[src/rtl/toggle_event_receiver.sv]
// Receiver for a toggle-signalled event link: synchronizes the toggle wire,
// decodes each level change into an event and queues it for a valid/ready consumer.
module toggle_event_receiver #(
  parameter int SYNC_STAGES = 2,
  parameter int CNT_W       = 4
) (
  input  logic             clk,
  input  logic             rstn,
  input  logic             tog_in,
  output logic             evt_valid,
  input  logic             evt_ready,
  output logic [CNT_W-1:0] pending,
  output logic             overflow,
  input  logic             ovf_clr,
  output logic             armed
);

  typedef enum logic {
    ST_FILL = 1'b0,
    ST_RUN  = 1'b1
  } state_e;

  localparam int                FILL_W    = 3;
  localparam logic [FILL_W-1:0] FILL_LAST = FILL_W'(SYNC_STAGES);
  localparam logic [CNT_W-1:0]  CNT_MAX   = '1;

  state_e                 state_q, state_d;
  logic [FILL_W-1:0]      fill_cnt_q, fill_cnt_d;
  logic [SYNC_STAGES-1:0] sync_q, sync_d;
  logic                   prev_q, prev_d;
  logic [CNT_W-1:0]       pending_q, pending_d;
  logic                   overflow_q, overflow_d;
  logic                   armed_q, armed_d;

  logic sync_out;
  logic edge_det;
  logic inc;
  logic dec;

  assign sync_out  = sync_q[SYNC_STAGES-1];
  assign edge_det  = sync_out ^ prev_q;
  assign evt_valid = (pending_q != '0);
  assign inc       = (state_q == ST_RUN) && edge_det;
  assign dec       = evt_valid && evt_ready;

  always_comb begin
    // NOTE: every variable gets a default before any branch so no latch is inferred.
    state_d    = state_q;
    fill_cnt_d = fill_cnt_q;
    sync_d     = {sync_q[SYNC_STAGES-2:0], tog_in};
    prev_d     = prev_q;
    pending_d  = pending_q;
    overflow_d = overflow_q;
    armed_d    = armed_q;

    unique case (state_q)
      ST_FILL: begin
        fill_cnt_d = fill_cnt_q + 1'b1;
        // Baseline is whatever the synchronizer settled to; no event is raised for it.
        if (fill_cnt_q == FILL_LAST) begin
          prev_d  = sync_out;
          state_d = ST_RUN;
          armed_d = 1'b1;
        end
      end
      ST_RUN: begin
        prev_d = sync_out;
      end
      default: state_d = ST_FILL;
    endcase

    if (ovf_clr) overflow_d = 1'b0;

    // A simultaneous accept makes room, so inc && dec never counts as a loss.
    if (inc && !dec) begin
      if (pending_q == CNT_MAX) overflow_d = 1'b1;
      else                      pending_d  = pending_q + 1'b1;
    end else if (dec && !inc) begin
      pending_d = pending_q - 1'b1;
    end
  end

  // NOTE: sequential state uses non-blocking assignments so all flops update together.
  always_ff @(posedge clk or negedge rstn) begin
    if (!rstn) begin
      state_q    <= ST_FILL;
      fill_cnt_q <= '0;
      sync_q     <= '0;
      prev_q     <= 1'b0;
      pending_q  <= '0;
      overflow_q <= 1'b0;
      armed_q    <= 1'b0;
    end else begin
      state_q    <= state_d;
      fill_cnt_q <= fill_cnt_d;
      sync_q     <= sync_d;
      prev_q     <= prev_d;
      pending_q  <= pending_d;
      overflow_q <= overflow_d;
      armed_q    <= armed_d;
    end
  end

  assign pending  = pending_q;
  assign overflow = overflow_q;
  assign armed    = armed_q;

endmodule

[config.mk]
export PLATFORM = sky130hd
export DESIGN_NAME = toggle_event_receiver
export DESIGN_NICKNAME = d
export VERILOG_FILES = /design/src/rtl/toggle_event_receiver.sv
export SDC_FILE = /design/constraint.sdc
export NUM_CORES = 1
export LEC_CHECK = 0
export BUFFER_PORTS_ARGS = -buffer_cell sky130_fd_sc_hd__buf_4
export CAP_MARGIN = 10
export CORE_MARGIN = 3
export CORE_UTILIZATION = 46
export DETAILED_ROUTE_END_ITERATION = 10
export PLACE_DENSITY = 0.76
export SYNTH_ARGS = -nofsm -noshare
export SYNTH_HDL_FRONTEND = slang
export SYNTH_SLANG_ARGS = --single-unit
[constraint.sdc]
create_clock -name clk -period 2.3 [get_ports clk]
set_input_delay 0.345 -clock clk [delete_from_list [all_inputs] [get_ports clk]]
set_output_delay 0.345 -clock clk [all_outputs]
set_load 0.02 [all_outputs]
# Word-level counts from Yosys, hierarchy flattened
# Cells that the tools add are included.
# Widths: inputs -> output; s select.
# word_totals
register_bits	13
inputBits	5
out_inout_bits	7
# op_classes
addsub	3
n_eq_ne	4
muxes	10
bitwise	2
reduce_logical	10
# op_table
cell	n
$mux 4	3
$mux 1	6
$add 4x1->4 const B	1
$eq 4x4->1 const B	1
$logic_and 1x1->1	4
$ne 2x2->1 const B	2
$reduce_and 2->1	2
$reduce_bool 4->1	1
$sub 4x1->4 const B	1
$add 3x1->3 const B	1
$eq 3x2->1 const B	1
$logic_not 1->1	2
$pmux 1 s2	1
$reduce_bool 2->1	1
$not 1->1	1
$xor 1x1->1	1

# Logic depth before layout (Yosys ltp)
# logic_depth
depth_word	6
depth_mapped	7
depth_no_buf	7

# Worst setup path after synthesis
# Ideal clock, no wire load.
# synth_timing
kind	register -> register
start	register pending_q[0] (netlist: pending[0])
end	register pending_q[3] (netlist: pending[3])
setup_time_ps	80
arrival_time_ps	2180
path_slack_ps	40
path_stages_with_launch	8
path_cell_list	dfrtp_1 -> o41ai_2 -> nand3_1 -> ha_1 -> a21o_2 -> a21oi_1 -> mux2i_1 -> xor2_1
# synth_via
elab_chain_len	6
elab_cells_between_ends	14
classes_between	add/sub (2); eq/ne (2); mux (3); reduce/logical (7)
# synth_lines
item	line	text
start: declaration	31	logic [CNT_W-1:0] pending_q, pending_d;
start signal: assignment	98	pending_q <= pending_d;
parallel branches: the longest is 6 deep, another holds $sub 4x1->4	-	
# Several ways; the timed one is not identified. The select of a mux whose other input is x is not followed.
# A chain may end at the register's enable or synchronous reset.

# Worst setup path in the final report
# layout_timing
start	register pending_q[3] (netlist: pending[3])
end	register pending_q[3] (netlist: pending[3])
# Same word-level chain as after synthesis.

==> reports/summary.txt <==
Final setup fails: 0
WP data arrival: 2.34 ns
Initial core utilization: 52.1%
Core area: 1190 um^2
CTS tree: done
Diodes inserted: 0
DRC Markers: 0
Initial antenna violation count: 0
Seq/Total Area, Yosys: 52.6%
Vias in the first global route: 401
Area delta synth->final: 26.7%
Slew @ Worst Pin: 0.298 ns
Finished Layout Cells: 80
Synthesis Warnings: 0
Worst setup SP type: register
Status: finished, final reports clean
GRT Total Usage: 13.5%
Total detailed-routing wirelength: 1020 um
Maximum VDD drop: 0.000672 V
Worst Hold Class: in -> reg
Die height: 42.7 um
Pleak: 0.362 nW
Met3 GRT Util: 5.08%
Mapped Area: 618 um^2
Tot Pwr: 865 uW
GRT met2 Usage: 19.2%
DP Area: 736 um^2
#FFs+latches synth: 13
Syn_nets: 58
Clock transition at path regs: 0.08 ns
CTS root buffer: clkbuf_4
Postcts setup bufs: 0
Post-Place Cells: 75
Layout Skew: 0.00828 ns
Via/cell ratio: 5.29
Global routing's busiest layer: met2
Pwr/cell area: 1100 nW/um^2
DR vias: 423
Crit Path Category: reg -> reg
Max-slew violation count: 0
Fin crit share: 92.7%
Post-route setup slack: 0.168 ns
Crit end category: register
RSZ-0062 raised after global routing: no
Slew HR: 80.1%
Shortest period the worst path allows: 2.13 ns
Req. time, crit path: 2.51 ns
Detailed Route Iter0 Violations: 3
Top Ports: 12
Mapped Avg Cell Area: 12.9 um^2
Worst-path fanout max: 5
Slowest stage delay, CP: 0.47 ns
Layout cells sized above 1: 37.9%
Routability cong.: 0.776
Nets: 77
Clock latency on the worst-skew pair: 0.28 ns
CP startpoint: pending[3]$_DFFE_PN0P_
Maxcap violations: 0
CTS buffer count: 3
Max Root-Sink Buffers: 2
DRT antenna net count: 0
Drt wl/cell: 12.8 um
Fmax: 469 MHz
Die area: 1820 um^2
CP Cell Sequence: o41ai_4 > nand3_1 > ha_1 > a21o_2 > a21oi_1 > mux2i_1 > xor2_1
Global route overflow: 0
Hold_sp: tog_in
Pre-CTS setup slack: 0.162 ns
Wire length of the first global-routing pass: 1810 um
Filler instances: 89
Pre-antenna DRT Iters: 4
Die Wd: 42.7 um
Setup_tns: 0 ns
Largest net degree at the start of global routing: 14
Worst r2r src: pending[3]$_DFFE_PN0P_
Finished Cell Area: 783 um^2
Site Rows: 12
Synth cell types: 22
HPWL after DPL: 776 um
Input/output buffers: 11
Final Hold Vio Count: 0
Global-route met1 utilization: 17.6%
H-tree levels: 1
Synth Instances: 48
Slowest CP cell: dfrtp_1
CTS Sinks: 13
==> what timing repair did <==
item | 4_1_cts | 5_1_grt
endpoints found under the hold margin | 13 | 0
resized for setup | 0 | 1
endpoints found under the setup margin | 0 | 1
hold buffers | 1 | 0
==> cells in the final DEF (no fill, tap or decap), drive strengths merged <==
| cell | netlist | routed |
|---|---|---|
| nand2b | 1 | 1 |
| nor2b | 1 | 1 |
| o22ai | 1 | 1 |
| mux2 | 3 | 3 |
| o21bai | 1 | 1 |
| a21o | 2 | 2 |
| mux2i | 1 | 1 |
| clkbuf | 0 | 4 |
| nand4 | 2 | 2 |
| xnor2 | 2 | 2 |
| buf | 1 | 14 |
| ha | 4 | 4 |
| nand2 | 3 | 3 |
| xor2 | 4 | 4 |
| or4 | 1 | 1 |
| o21ai | 1 | 1 |
| a21oi | 1 | 1 |
| inv | 3 | 3 |
| dfrtp | 13 | 13 |
| nand3 | 1 | 1 |
| fa | 1 | 1 |
| dlygate4sd3 | 0 | 1 |
| o41ai | 1 | 1 |
==> synth_stat cells <==
master    number  area (um^2)
mux2i_1        1         10.0
a21oi_1        1         5.00
a21o_2         2         17.5
buf_2          1         5.00
ha_1           4         50.1
nor2b_1        1         6.26
inv_1          3         11.3
o21bai_1       1         7.51
dfrtp_1       13          325
nand2_1        2         7.51
nand2_2        1         6.26
fa_1           1         20.0
o41ai_2        1         16.3
nand4_1        2         12.5
or4_2          1         8.76
nand2b_1       1         6.26
nand3_1        1         5.00
xor2_1         4         35.0
o22ai_1        1         6.26
o21ai_0        1         5.00
mux2_2         3         33.8
xnor2_1        2         17.5
==> per-stage QoR <==
| stage | utilization (%) | hold slack, ns |
|---|---|---|
| floorplan | - | 0.0494 |
| global placement | 62.0 | 0.194 |
| detailed placement | 62.0 | 0.198 |
| CTS | 65.1 | 0.164 |
| global route | 66.0 | 0.158 |
| finish | 66.0 | 0.164 |
==> registers in the layout, indices dropped and copies added, names as in the netlist <==
register,count
sync_q,2
state_q,1
pending,4
overflow,1
prev_q,1
armed,1
fill_cnt_q,3
==> worst paths after layout <==
kind | end | depth (start not counted) | slack, ns
setup / recovery | pending[3]$_DFFE_PN0P_ | 7 | 0.17
hold / removal | sync_q[0]$_DFF_PN0_ | 1 | 0.16
setup reg to reg | pending[3]$_DFFE_PN0P_ | 7 | 0.17
hold reg to reg | sync_q[1]$_DFF_PN0_ | 0 | 0.36
max in group asynchronous | overflow$_DFF_PN0_ | 2 | 1.69
min in group asynchronous | pending[0]$_DFFE_PN0P_ | 2 | 0.44
==> worst max-delay path, delay by kind of cell (launching register included) <==
kind / cells / cell delay [ns]
and+or+nand+nor: 1 / 0.15
xor gates and xnor gates: 1 / 0.16
DFF: 1 / 0.47
adders and majority gates: 1 / 0.30
muxes: 1 / 0.24
AOI/OAI and AO/OA: 3 / 0.73
==> kinds of logic (layout without fill, tap and decap cells) <==
| family | Yosys count | after routing | share of synthesized area, % |
|---|---|---|---|
| compound gates | 7 | 7 | 9.31 |
| xor+xnor | 6 | 6 | 8.50 |
| fa+ha+maj | 5 | 5 | 11.3 |
| buf+inv | 4 | 22 | 2.63 |
| flops | 13 | 13 | 52.6 |
| mux | 4 | 4 | 7.08 |
| simple gates | 9 | 9 | 8.50 |
==> power by group <==
part	total, mW	switching (mW)	internal, mW	leakage (nW)
clock network	0.141	0.0741	0.0673	0.0150
registers	0.334	0.0608	0.273	0.145
logic	0.390	0.195	0.195	0.203
total	0.865	0.330	0.535	0.362
==> routing by layer <==
| layer | vias up | part of all wire, % |
|---|---|---|
| li1 | 204 | - |
| met1 | 198 | 46 |
| met2 | 16 | 43 |
| met3 | 5 | 7.7 |
| met4 | 0 | 2.2 |
| met5 | - | 0 |
==> layout make-up <==
type,count,area (um^2),share of cell area [%]
inverters,3,11.3,1.44
repair buffers,15,115,14.7
well taps,14,17.5,2.24
flip-flops and latches,13,325,41.5
multi-input cells,31,288,36.7
clock buffers,4,26.3,3.35
Note: power is estimated with default switching activity, not from simulation.
